===== src/rtl/div_seq.sv =====
// div_seq: multi-cycle restoring divider for the EX stage.
// Produces {remainder, quotient} one quotient bit per cycle, with optional
// signed operation handled by magnitude division plus final sign correction.
module div_seq #(
    parameter int DATA_W = 32
) (
    input  logic                  clk,
    input  logic                  rst,
    input  logic                  signed_div_i,
    input  logic [DATA_W-1:0]     opdata1_i,
    input  logic [DATA_W-1:0]     opdata2_i,
    input  logic                  start_i,
    input  logic                  annul_i,
    output logic [2*DATA_W-1:0]   result_o,
    output logic                  ready_o,
    output logic                  busy_o
);

    typedef enum logic [1:0] {
        ST_IDLE,
        ST_BYZERO,
        ST_ON,
        ST_END
    } state_t;

    localparam logic [5:0] LAST_ITER = 6'(DATA_W - 1);

    state_t                state_q, state_d;
    logic [5:0]            cnt_q, cnt_d;
    // Dividend bits are shifted out of the top while quotient bits enter at the bottom.
    logic [DATA_W-1:0]     dq_q, dq_d;
    logic [DATA_W-1:0]     rem_q, rem_d;
    logic [DATA_W-1:0]     dsr_q, dsr_d;
    logic                  neg_quot_q, neg_quot_d;
    logic                  neg_rem_q, neg_rem_d;
    logic [2*DATA_W-1:0]   result_q, result_d;
    logic                  ready_q, ready_d;

    // One restoring step: compare needs one extra bit for the shifted remainder.
    logic [DATA_W:0]       shifted;
    logic [DATA_W:0]       diff;
    logic                  q_bit;
    logic [DATA_W-1:0]     rem_next;
    logic [DATA_W-1:0]     quot_next;
    logic                  op1_neg;
    logic                  op2_neg;

    // Iteration datapath and next-state / output decode.
    always_comb begin
        // NOTE: every variable gets a default first so no path can infer a latch.
        state_d    = state_q;
        cnt_d      = cnt_q;
        dq_d       = dq_q;
        rem_d      = rem_q;
        dsr_d      = dsr_q;
        neg_quot_d = neg_quot_q;
        neg_rem_d  = neg_rem_q;
        result_d   = result_q;
        ready_d    = ready_q;

        shifted   = {rem_q, dq_q[DATA_W-1]};
        diff      = shifted - {1'b0, dsr_q};
        q_bit     = ~diff[DATA_W];
        rem_next  = q_bit ? diff[DATA_W-1:0] : shifted[DATA_W-1:0];
        quot_next = {dq_q[DATA_W-2:0], q_bit};

        op1_neg = signed_div_i & opdata1_i[DATA_W-1];
        op2_neg = signed_div_i & opdata2_i[DATA_W-1];

        unique case (state_q)
            ST_IDLE: begin
                if (start_i && !annul_i) begin
                    dq_d       = op1_neg ? -opdata1_i : opdata1_i;
                    dsr_d      = op2_neg ? -opdata2_i : opdata2_i;
                    rem_d      = '0;
                    cnt_d      = '0;
                    neg_rem_d  = op1_neg;
                    neg_quot_d = op1_neg ^ op2_neg;
                    state_d    = (opdata2_i == '0) ? ST_BYZERO : ST_ON;
                end
            end
            ST_BYZERO: begin
                result_d = '0;
                if (annul_i) begin
                    ready_d = 1'b0;
                    state_d = ST_IDLE;
                end else begin
                    ready_d = 1'b1;
                    state_d = ST_END;
                end
            end
            ST_ON: begin
                if (annul_i) begin
                    result_d = '0;
                    ready_d  = 1'b0;
                    cnt_d    = '0;
                    state_d  = ST_IDLE;
                end else begin
                    rem_d = rem_next;
                    dq_d  = quot_next;
                    cnt_d = cnt_q + 6'd1;
                    if (cnt_q == LAST_ITER) begin
                        result_d = {neg_rem_q  ? -rem_next  : rem_next,
                                    neg_quot_q ? -quot_next : quot_next};
                        ready_d  = 1'b1;
                        cnt_d    = '0;
                        state_d  = ST_END;
                    end
                end
            end
            ST_END: begin
                // Result is held until EX drops its request; annul has no effect here.
                if (!start_i) begin
                    result_d = '0;
                    ready_d  = 1'b0;
                    state_d  = ST_IDLE;
                end
            end
            default: state_d = ST_IDLE;
        endcase
    end

    // State, counter, datapath and registered outputs; reset clears everything at once.
    always_ff @(posedge clk or negedge rst) begin
        if (!rst) begin
            state_q    <= ST_IDLE;
            cnt_q      <= '0;
            dq_q       <= '0;
            rem_q      <= '0;
            dsr_q      <= '0;
            neg_quot_q <= 1'b0;
            neg_rem_q  <= 1'b0;
            result_q   <= '0;
            ready_q    <= 1'b0;
        end else begin
            // NOTE: non-blocking assignments so every flop samples pre-edge values.
            state_q    <= state_d;
            cnt_q      <= cnt_d;
            dq_q       <= dq_d;
            rem_q      <= rem_d;
            dsr_q      <= dsr_d;
            neg_quot_q <= neg_quot_d;
            neg_rem_q  <= neg_rem_d;
            result_q   <= result_d;
            ready_q    <= ready_d;
        end
    end

    assign result_o = result_q;
    assign ready_o  = ready_q;
    assign busy_o   = (state_q == ST_BYZERO) || (state_q == ST_ON);

endmodule


===== config.mk =====
export PLATFORM = sky130hd
export DESIGN_NAME = div_seq
export DESIGN_NICKNAME = d
export VERILOG_FILES = /design/src/rtl/div_seq.sv
export SDC_FILE = /design/constraint.sdc
export NUM_CORES = 1
export LEC_CHECK = 0
export BUFFER_PORTS_ARGS = -buffer_cell sky130_fd_sc_hd__buf_2
export CORE_UTILIZATION = 42
export CTS_CLUSTER_SIZE = 24
export DETAILED_ROUTE_END_ITERATION = 10
export GPL_TIMING_DRIVEN = 0
export HOLD_SLACK_MARGIN = 0.03
export SYNTH_ARGS = -nofsm -noshare
export SYNTH_HDL_FRONTEND = slang
export SYNTH_SLANG_ARGS = --single-unit

===== constraint.sdc =====
create_clock -name clk -period 8.6 [get_ports clk]
set_input_delay 0.43 -clock clk [delete_from_list [all_inputs] [get_ports clk]]
set_output_delay 0.43 -clock clk [all_outputs]
set_load 0.02 [all_outputs]

== Yosys cells after proc, flatten, opt, wreduce, memory -nomap -nowiden ==
Cells that the tools add are included.
Storage, ports and cells
  register bits: 171
  bits of input ports: 69
  output and inout port bits: 66
  logic and storage cells: 70
Operators by class
  $add $sub $neg: 6
  equal/unequal tests: 8
  multiplexer cells: 31
  bitwise gates (word level): 4
  reduce and logical (&&, ||, !) cells: 12
Operators by type and width (number)
  2-to-1 mux 32 bit: 9
  2-to-1 mux 64 bit: 3
  one-hot mux 64 bit (3 select lines): 1
  negator 32 bit: 4
  one-hot mux 32 bit (2 select lines): 2
  subtractor 33 x 32 -> 33 bit: 1
  zero test 32 bit: 1
  2-to-1 mux 6 bit: 3
  2-to-1 mux 2 bit: 6
  one-hot mux 6 bit (2 select lines): 1
  AND reduction 3 bit: 3
  one-hot mux 2 bit (4 select lines): 1
  adder 6 x 1 -> 6 bit (second input constant): 1
  == test 6 x 5 -> 1 bit (second input constant): 1
  inequality test 2 bit (second input constant): 3
  == test 2 bit (second input constant): 2
  2-to-1 mux 1 bit: 4
  AND reduction 2 bit: 2
  inequality test 3 bit (second input constant): 1
  one-hot mux 1 bit (3 select lines): 1
  nonzero test 3 bit: 1
  AND 1 bit: 2
  == test 2 x 1 -> 1 bit (second input constant): 1
  zero test 2 bit: 1
  6 further kinds: 6

== Logic depth before layout (Yosys ltp) ==
Gate-level depths: netlist of run 1.
  depth after elaboration: 7
  depth in mapped cells: 25
  gate-level depth less buffers: 22

== Worst setup path after synthesis of run 1 ==
OpenSTA, ideal clock, no wires.
  path type: flip-flop to flip-flop
  start point: register rem_q[6]
  end point: register result_q[62], in the netlist result_o[62]
  library setup time: 121 ps
  data arrival time: 4844 ps
  data required time: 8479 ps
  path slack: 3635 ps
  stages on the path, launching flop included: 23
  path buffers: 3
  clock period less this slack: 4965 ps
  cells stage by stage: dfrtp_1 ha_1 a21oi_2 o21ai_2 a2111oi_4 a211oi_1 or3_4 and2_1 buf_6 inv_1 buf_2 buf_1 nor2_1 a21oi_1 ha_1 o21ai_0 or4_1 nor4_1 a31oi_1 nor2_1 a31oi_1 xnor2_1 a22o_1
Between the ends
  longest elaborated chain between the ends: 7
Ends and longest elaborated chain
  from (decl): RTL line 32  | logic [DATA_W-1:0] rem_q, rem_d;
  from (signal assigned): RTL line 140  | rem_q <= rem_d;
  subtractor 33 x 32 -> 33 bit: RTL line 62  | diff = shifted - {1'b0, dsr_q};
  2-to-1 mux 32 bit *: RTL line 64  | rem_next = q_bit ? diff[DATA_W-1:0] : shifted[DATA_W-1:0];
  negator 32 bit: RTL line 103  | result_d = {neg_rem_q ? -rem_next : rem_next,
  2-to-1 mux 32 bit *: RTL line 103
  2-to-1 mux 64 bit *: RTL line 102  | if (cnt_q == LAST_ITER) begin
  2-to-1 mux 64 bit *: RTL line 93  | if (annul_i) begin
  one-hot mux 64 bit (3 select lines) *: RTL line 70  | unique case (state_q)
  to (signal assigned): RTL line 144  | result_q <= result_d;
  to (decl): RTL line 36  | logic [2*DATA_W-1:0] result_q, result_d;
Every way passes the cells marked *; elsewhere a longest branch is shown, timed or not. The select of a mux whose other input is x is not followed.
A chain may end at the register's enable or synchronous reset.

== Worst setup path in the final report of run 1 ==
  start point: register dq_q[31]
  end point: register result_q[58], in the netlist result_o[58]
Between the ends
  longest elaborated chain between the ends: 7
Ends and longest elaborated chain
  from (decl): RTL line 31  | logic [DATA_W-1:0] dq_q, dq_d;
  from (signal assigned): RTL line 139  | dq_q <= dq_d;
  subtractor 33 x 32 -> 33 bit: RTL line 62
  2-to-1 mux 32 bit *: RTL line 64
  negator 32 bit: RTL line 103
  2-to-1 mux 32 bit *: RTL line 103
  2-to-1 mux 64 bit *: RTL line 102
  2-to-1 mux 64 bit *: RTL line 93
  one-hot mux 64 bit (3 select lines) *: RTL line 70
Marks and branches as above.

==> run_results.csv, run 1 <==
group,metric,value,unit
status,outcome,"completed",
critical_path,arrival,7.25,ns
yosys,synthFlopType,"dfrtp_1",
timing,period_share,80.3,%
floorplanning,die-area,0.0291,mm²
place,place_inst,1990,
place,finalWeightedCongestion,0.906,
route,via_per_inst,5.60,
critical_path,startpoint,"dq_q[31]",
layout,antenna_cells,0,
route,num_vias,11317,
timing,setup_violations,0,
timing,hold_violations,0,
layout,fill_cells,2815,
layout,final_nets,1742,
floorplanning,initial_core_util,42.8,%
grt,grt_pass1_vias,10618,
timing,max_freq,0.145,GHz
yosys,synth-async-reset-ratio,100,%
yosys,synth_fa_ha_area_share,4.36,%
grt,grt_antenna_before_repair,0,
yosys,syn_area_per_cell,8.08,µm²
yosys,syn_area,0.0119,mm²
min_path,hold_path_class,"input port to flop",
layout,area_delta_synth_final,14.8,%
route,drt_iter0_drc,946,
timing,rsz0062_at_grt,"false",
yosys,synthXorXnorAreaFrac,9.83,%
yosys,synth_top_family_by_area,"compound AO/OA/AOI/OAI gates",
yosys,synth_nets,1587,
grt,grt_max_degree,107,
route,wl_per_cell,18.2,µm
critical_path,end_kind,"flop",
critical_path,r2r_slack,1.69,ns
yosys,synth-simple-area-share,19.7,%
critical_path,r2r_start,"dq_q[31]",
critical_path,start_kind,"flop",
grt,track_usage,26.2,%
layout,final_cells,2022,
route,drt_pass1_iterations,5,
yosys,yosys-mux-area-fraction,3.00,%
clock_network,cts_inserted_buffers,17,
grt,grt_first_pass_wirelength,59.1,mm
place,dp.final_hpwl,29.0,mm
floorplanning,rows,61,
clock_network,cts_tree,"yes",
floorplanning,die_h,171,µm
timing,worst_slew_pin_slew,1.06,ns
floorplanning,die_w,171,µm
yosys,seq_area_frac_synth,35.9,%
timing,slew_violations,0,
timing,period_needed,6.91,ns
layout,regArea,0.00428,mm²
route,drc_errors,0,
yosys,ys_warn_count,0,
clock_network,clockRootBuffer,"clkbuf_16",
clock_network,clk_pin_slew_worst_paths,0.07,ns
yosys,synth_compound_area_share,22.8,%
flow_run,drv_cap,0,
critical_path,critPathCapture,"result_o[58]",
place,io_buffers,134,
floorplanning,coreArea,0.0279,mm²
timing,finalSetupTns,0,ns
critical_path,worst_ep_required_time,8.94,ns
layout,layout-drive-gt1-share,12.2,%
route,wirelength,36.8,mm
route,ant_nets,0,
critical_path,ff2ff_path_depth,24,
min_path,hold_depth,3,
critical_path,reg2reg_to,"result_o[58]",
critical_path,cp_max_fo,10,
layout,multi_input_area,0.00712,mm²
yosys,netlist_instances,1477,
yosys,synth.distinct_cells,74,
yosys,synth_edf_count,0,
timing,maxSlewHeadroom,28.7,%
clock_network,post_cts_buffers,0,
clock_network,clk-insertion-delay-late,0.44,ns
clock_network,cts_sinks,171,
yosys,ys_ff_latch,171,
timing,skew,0.0145,ns
grt,overflow,0,
floorplanning,ios,135,
clock_network,htreeDepth,4,
critical_path,worstSetupPathType,"flop to flop",
clock_network,clk_path_buf_depth,2,
## synthesized netlist by cell type (5+ instances only)
library cell | instances | share of area (%)
nor2b_1 | 6 | 0.31
o21a_1 | 6 | 0.38
o21ai_0 | 211 | 8.8
o31ai_1 | 37 | 2.3
inv_1 | 60 | 1.9
o21ai_1 | 7 | 0.29
nand2_1 | 248 | 7.8
nor3b_1 | 5 | 0.31
o211ai_1 | 6 | 0.38
clkbuf_1 | 52 | 1.6
nand2b_1 | 14 | 0.73
a22o_1 | 6 | 0.44
xnor2_1 | 59 | 4.3
o41ai_1 | 7 | 0.51
nor3_1 | 28 | 1.2
and2_1 | 10 | 0.52
or3_1 | 20 | 1.0
nand3_1 | 24 | 1.0
a31oi_1 | 12 | 0.63
or4_1 | 12 | 0.75
a21o_1 | 13 | 0.82
a21oi_1 | 92 | 3.9
nor2_1 | 90 | 2.8
a211oi_1 | 10 | 0.63
xor2_1 | 75 | 5.5
nor4_1 | 14 | 0.73
nand4_1 | 11 | 0.58
and3_1 | 6 | 0.31
ha_1 | 40 | 4.2
buf_1 | 9 | 0.28
nand3b_1 | 7 | 0.44
buf_2 | 9 | 0.38
dfrtp_1 | 171 | 36
mux2i_1 | 32 | 2.7
## timing repair
item | in CTS | in global routing
hold endpoints to repair | 65 | 0
resized for setup | 0 | 0
hold buffers | 1 | 0
## registers in the layout, summed over array words and instances (netlist names)
signal,count
cnt_q,6
neg_rem_q,1
state_q,2
rem_q,32
dsr_q,32
neg_quot_q,1
result_o,64
ready_o,1
dq_q,32
## worst min-delay path by stage
stage | start | to
6_report | opdata2_i[31] | dsr_q[31]
3_5_place_dp | rst | result_o[38]
4_1_cts | opdata2_i[31] | dsr_q[31]
2_1_floorplan | rst | cnt_q[0]
5_1_grt | opdata2_i[29] | dsr_q[29]
3_3_place_gp | result_o[27] | result_o[27]
## final cells by class
cell class / count / area share (%)
clock buffers: 17 / 3.11
flip-flops and latches: 171 / 31.2
plain buffers: 74 / 2.28
repair buffers: 136 / 5.24
multi-input cells: 1172 / 52.0
inverters: 60 / 1.64
well taps: 378 / 3.45
clock inverters: 14 / 1.08
## routing by layer
metal	global-route usage (%)	vias up	routed length, µm
met5	0	-	0
met1	41.7	5422	18800
met4	4.15	0	261
met3	2.48	23	2230
met2	38.6	341	15500
li1	-	5531	-
## cells in the final DEF (no fill, tap or decap), types with 7 or more instances in the layout
cell / instances
nand2_1: 248
o21ai_0: 211
dfrtp_1: 171
buf_2: 142
a21oi_1: 92
nor2_1: 90
xor2_1: 75
inv_1: 60
xnor2_1: 59
clkbuf_1: 52
ha_1: 40
o31ai_1: 37
mux2i_1: 32
nor3_1: 28
nand3_1: 24
or3_1: 20
clkbuf_16: 17
nand2b_1: 14
nor4_1: 14
a21o_1: 13
or4_1: 12
a31oi_1: 12
nand4_1: 11
and2_1: 10
a211oi_1: 10
buf_1: 9
o21ai_1: 7
nand3b_1: 7
o41ai_1: 7
## critical path, cell delays in order (launching register included)
cell and delay (ns):
dfrtp_1 0.44, inv_1 0.14, ha_1 0.25, fa_1 0.42
nor2b_1 0.18, o31ai_1 0.15, a21o_1 0.25, a211oi_1 0.29
o21ai_0 0.29, and2_1 0.24, buf_6 0.13, inv_1 0.16
buf_2 0.31, buf_1 0.62, nor2_1 0.08, a21oi_1 0.22
ha_1 0.31, o21ai_0 0.14, or4_1 0.51, nor4_1 0.49
mux2i_1 0.22, nor3_1 0.37, a41oi_1 0.18, xor2_1 0.21
o31ai_1 0.20
## metrics by stage
stage / util [%] / setup slack (ns) / instance area [µm²] / hold WS (ns)
2_1_floorplan: - / 3.63 / 11900 / 0.134
3_3_place_gp: 46.9 / 1.83 / 13100 / 0.460
3_5_place_dp: 47.1 / 1.81 / 13100 / 0.405
4_1_cts: 49.2 / 1.79 / 13700 / 0.291
5_1_grt: 49.2 / 1.31 / 13700 / 0.307
6_report: 49.2 / 1.69 / 13700 / 0.295
## kinds of logic after synthesis
| family | count (synthesis) |
|---|---|
| compound gates | 452 |
| xor+xnor | 134 |
| fa+ha+maj | 41 |
| buf+inv | 134 |
| flops | 171 |
| mux | 35 |
| simple gates | 510 |
Power of run 1 is not shown: default switching activity piles up to over one toggle a cycle in this logic, so the estimate is an artifact.
==> inputs of run 2 (changes only) <==
==> constraint.sdc (replaced) <==
create_clock -name clk -period 6.58 [get_ports clk]
set_input_delay 0.329 -clock clk [delete_from_list [all_inputs] [get_ports clk]]
set_output_delay 0.329 -clock clk [all_outputs]
set_load 0.02 [all_outputs]
==> run_results.csv, run 2 (same netlist as run 1, synthesis figures left out) <==
group,metric,value,unit
clock_network,htreeDepth,4,
place,finalWeightedCongestion,0.906,
floorplanning,initial_core_util,42.8,%
timing,worst_slew_pin_slew,1.08,ns
route,drc_errors,0,
critical_path,slowest_delay,0.52,ns
layout,area_delta_synth_final,15.0,%
route,wl_per_cell,18.2,µm
flow_run,drv_cap,0,
timing,hold_violations,0,
grt,grt_first_pass_wirelength,59.1,mm
place,dp.final_hpwl,29.0,mm
clock_network,cts_inserted_buffers,17,
grt,grt_antenna_before_repair,0,
route,drt_iter0_drc,898,
critical_path,arrival,6.54,ns
place,dpl_cell_area,0.0131,mm²
timing,maxSlewHeadroom,27.6,%
critical_path,r2r_slack,0.39,ns
route,wirelength,36.8,mm
clock_network,clockRootBuffer,"clkbuf_16",
critical_path,end_kind,"flop",
critical_path,start_kind,"flop",
grt,track_usage,26.2,%
layout,antenna_cells,0,
place,io_buffers,134,
route,drt_pass1_iterations,5,
floorplanning,die_h,171,µm
critical_path,worstPathCellList,"inv_1 > ha_1 > fa_1 > nor2b_1 > o31ai_2 > a21o_1 > a211oi_1 > o21ai_1 > and2_1 > buf_6 > inv_1 > clkbuf_4 > clkbuf_4 > nor2_1 > a21oi_1 > ha_1 > o21ai_0 > or4_1 > nor4_2 > mux2i_1 > nor3_2 > a41oi_1 > xor2_1 > o31ai_1",
timing,period_share,94.1,%
route,via_per_inst,5.61,
floorplanning,ios,135,
critical_path,worstSetupPathType,"flop to flop",
critical_path,cp_max_fo,10,
route,ant_nets,0,
timing,period_needed,6.19,ns
clock_network,clk-insertion-delay-late,0.44,ns
clock_network,clk_pin_slew_worst_paths,0.07,ns
critical_path,worst_ep_required_time,6.93,ns
clock_network,clk_path_buf_depth,2,
route,num_vias,11350,
floorplanning,die-area,0.0291,mm²
floorplanning,die_w,171,µm
timing,rsz0062_at_grt,"false",
clock_network,post_cts_buffers,0,
layout,fin_area,0.0137,mm²
grt,overflow,0,
critical_path,crit_slowest_cell,"or4_1",
clock_network,cts_sinks,171,
floorplanning,coreArea,0.0279,mm²
timing,max_freq,0.161,GHz
timing,slew_violations,0,
grt,grt_max_degree,107,
layout,layout_commonest_cell,"nand2_1",
layout,largest_reg_flops,64,
clock_network,cts_tree,"yes",
min_path,hold_path_class,"input port to flop",
floorplanning,rows,61,
layout,layout-drive-gt1-share,12.5,%
layout,final_nets,1742,
timing,skew,0.0155,ns
grt,grt_pass1_vias,10622,
status,outcome,"completed",
layout,final_cell_mix,"248 x nand2_1, 210 x o21ai_0, 171 x dfrtp_1",
timing,setup_violations,0,
[run 2: stage by stage]
stage / hold slack [ns] / setup TNS, ns / cells / util, % / setup WS (ns)
2_1_floorplan: 0.0334 / 0 / 1477 / - / 1.61
3_3_place_gp: 0.460 / -0.652 / 1989 / 46.9 / -0.190
3_5_place_dp: 0.304 / -0.866 / 1990 / 47.1 / -0.212
4_1_cts: 0.190 / 0 / 2022 / 49.2 / 0.0152
5_1_grt: 0.206 / 0 / 2022 / 49.3 / 0.0617
6_report: 0.191 / 0 / 2022 / 49.3 / 0.387
[run 2: final timing paths]
check / start / end / cells past startpoint
worst max register to register: dq_q[31] / result_o[58] / 24
worst min-delay path: opdata2_i[31] / dsr_q[31] / 3
max in group asynchronous: rst / cnt_q[0] / 3
worst min register to register: result_o[37] / result_o[37] / 2
min in group asynchronous: rst / rem_q[9] / 2
worst max-delay path: dq_q[31] / result_o[58] / 24
[run 2: worst max-delay path, delay by kind of cell (launching register included)]
kind,cells,cell delay (ns)
adders and majority gates,3,0.98
AOI/OAI and AO/OA,8,1.62
muxes,1,0.21
DFF,1,0.44
buffers and inverters,5,0.99
xor gates and xnor gates,1,0.21
and+or+nand+nor,6,1.65
[run 2: metal layers]
metal	up-vias	global-route usage [%]	part of all wire [%]
met4	0	4.15	0.68
met2	375	38.6	42
met3	20	2.48	6.4
met1	5423	41.7	51
li1	5532	-	-
met5	-	0	0
[run 2: layout make-up]
class                           instances  area [µm²]
Buffer                                 74         322
Clock buffer                           17         425
Clock inverter                         14         148
Fill cell                            2815       14100
Inverter                               60         225
Multi-Input combinational cell       1172        7140
Sequential cell                       171        4280
Tap cell                              378         473
Timing Repair Buffer                  136         718
[run 2: timing repair]
action | 4_1_cts | 5_1_grt
endpoints found under the setup margin | 7 | 7
gates resized for setup | 1 | 8
hold endpoints to repair | 65 | 0
hold buffers | 1 | 0
Power of run 2 is left out for the same reason.
==> inputs of run 3 (changes only) <==
--- a/config.mk
+++ b/config.mk
@@ -6,7 +6,7 @@
 export NUM_CORES = 1
 export LEC_CHECK = 0
 export BUFFER_PORTS_ARGS = -buffer_cell sky130_fd_sc_hd__buf_2
-export CORE_UTILIZATION = 42
+export CORE_UTILIZATION = 45
 export CTS_CLUSTER_SIZE = 24
 export DETAILED_ROUTE_END_ITERATION = 10
 export GPL_TIMING_DRIVEN = 0
==> run_results.csv, run 3 (same netlist as run 1, synthesis figures left out) <==
group,metric,value,unit
clock_network,clockRootBuffer,"clkbuf_16",
timing,skew,0.0158,ns
layout,fin_area,0.0136,mm²
layout,fill_cells,2570,
floorplanning,die_w,165,µm
layout,final_nets,1742,
layout,layout_commonest_cell,"nand2_1",
timing,max_freq,0.161,GHz
place,dp.final_hpwl,28.9,mm
floorplanning,rows,59,
clock_network,clk-insertion-delay-late,0.44,ns
timing,worst_slack,0.387,ns
layout,final_core_util,52.3,%
critical_path,start_kind,"flop",
critical_path,r2r_start,"dq_q[31]",
route,drt_pass1_iterations,5,
critical_path,ff2ff_path_depth,24,
critical_path,startpoint,"dq_q[31]",
layout,area_delta_synth_final,14.2,%
timing,rsz0062_at_grt,"false",
timing,worst_slew_pin_slew,1.15,ns
timing,hold_violations,0,
floorplanning,ios,135,
timing,finalSetupTns,0,ns
critical_path,arrival,6.53,ns
place,finalWeightedCongestion,0.913,
timing,slew_violations,0,
clock_network,clk_pin_slew_worst_paths,0.07,ns
critical_path,worstSetupPathType,"flop to flop",
grt,track_usage,27.6,%
status,outcome,"completed",
place,dp_slack,-0.173,ns
grt,grt_first_pass_wirelength,57.5,mm
floorplanning,die_h,165,µm
clock_network,clk_path_buf_depth,2,
route,ant_nets,0,
flow_run,drv_cap,0,
layout,multi_input_area,0.00713,mm²
critical_path,end_kind,"flop",
route,via_per_inst,5.73,
place,dpl_cell_area,0.0131,mm²
critical_path,r2r_slack,0.39,ns
route,wl_per_cell,18.6,µm
timing,setup_violations,0,
place,io_buffers,134,
timing,period_needed,6.19,ns
clock_network,cts_inserted_buffers,17,
grt,grt_max_degree,113,
floorplanning,die-area,0.0272,mm²
min_path,hold_path_class,"input port to flop",
layout,layout-drive-gt1-share,12.4,%
layout,final_cell_mix,"248 x nand2_1, 210 x o21ai_0, 171 x dfrtp_1",
layout,antenna_cells,0,
route,wirelength,36.7,mm
route,drc_errors,0,
critical_path,critPathCapture,"result_o[58]",
clock_network,htreeDepth,4,
clock_network,cts_sinks,171,
grt,overflow,0,
floorplanning,coreArea,0.0261,mm²
critical_path,reg2reg_to,"result_o[58]",
grt,grt_pass1_vias,10290,
timing,maxSlewHeadroom,22.6,%
critical_path,cp_max_fo,10,
clock_network,cts_tree,"yes",
route,num_vias,11328,
timing,period_share,94.1,%
floorplanning,initial_core_util,45.8,%
grt,grt_antenna_before_repair,0,
critical_path,worst_ep_required_time,6.92,ns
layout,largest_reg_flops,64,
layout,regArea,0.00428,mm²
route,drt_iter0_drc,991,
## run 3: changes by cell type in the layout (fill, tap and decap cells not counted)
cell	delta
buf_2	+1
clkbuf_4	-1
clkbuf_8	+2
clkinv_4	+1
clkinv_8	-3
clkinvlp_4	+4
inv_6	-2
inv_8	-3
o31ai_1	+1
o31ai_2	-1
## run 3: final cells by class
cell class,instances,area share (%)
buffer,74,2.34
clock buffer,19,3.32
clock inverter,11,0.633
inverter,60,1.65
multi-input combinational,1172,52.3
sequential,171,31.4
tap,335,3.08
timing repair buffer,136,5.27
## run 3: routing by layer
metal	wire, µm	GRT usage [%]
met1	18500	43.3
met2	15300	39.7
met3	2480	3.49
met4	471	5.92
met5	0	0
## run 3: how the worst min path moves through the flow
stage / from / endpoint / slack (ns) / depth (start not counted)
final: annul_i / ready_o / 0.17 / 2
after global routing: annul_i / ready_o / 0.18 / 2
after CTS: annul_i / ready_o / 0.16 / 2
after detailed placement: rst / result_o[39] / 0.29 / 1
after global placement: result_o[49] / result_o[49] / 0.46 / 2
after floorplan: rst / cnt_q[0] / 0.03 / 0
## run 3: through the flow
| stage | hold slack [ns] | cells |
|---|---|---|
| floorplan | 0.0334 | 1477 |
| global placement | 0.457 | 1946 |
| detailed placement | 0.289 | 1947 |
| CTS | 0.161 | 1978 |
| global route | 0.184 | 1978 |
| finish | 0.173 | 1978 |
## run 3: worst max-delay path: stages (launching register included)
cell      delay (ns)
dfrtp_1         0.45
inv_1           0.16
ha_1            0.20
fa_1            0.22
nor2b_1         0.08
o31ai_1         0.47
a21o_1          0.29
a211oi_1        0.12
or3_4           0.38
and2_1          0.18
buf_6           0.13
inv_1           0.16
buf_2           0.30
clkbuf_4        0.31
nor2_1          0.06
a21oi_1         0.21
ha_1            0.29
o21ai_0         0.12
or4_1           0.52
nor4_2          0.39
mux2i_1         0.19
nor3_2          0.29
a41oi_1         0.17
xor2_1          0.19
o31ai_1         0.19
## run 3: timing repair
item	CTS	global route
gates cloned	0	0
buffers inserted	0	0
hold endpoints to repair	59	0
resized for setup	1	6
setup endpoints to repair	7	7
hold buffers	1	0
Power of run 3 is left out for the same reason.
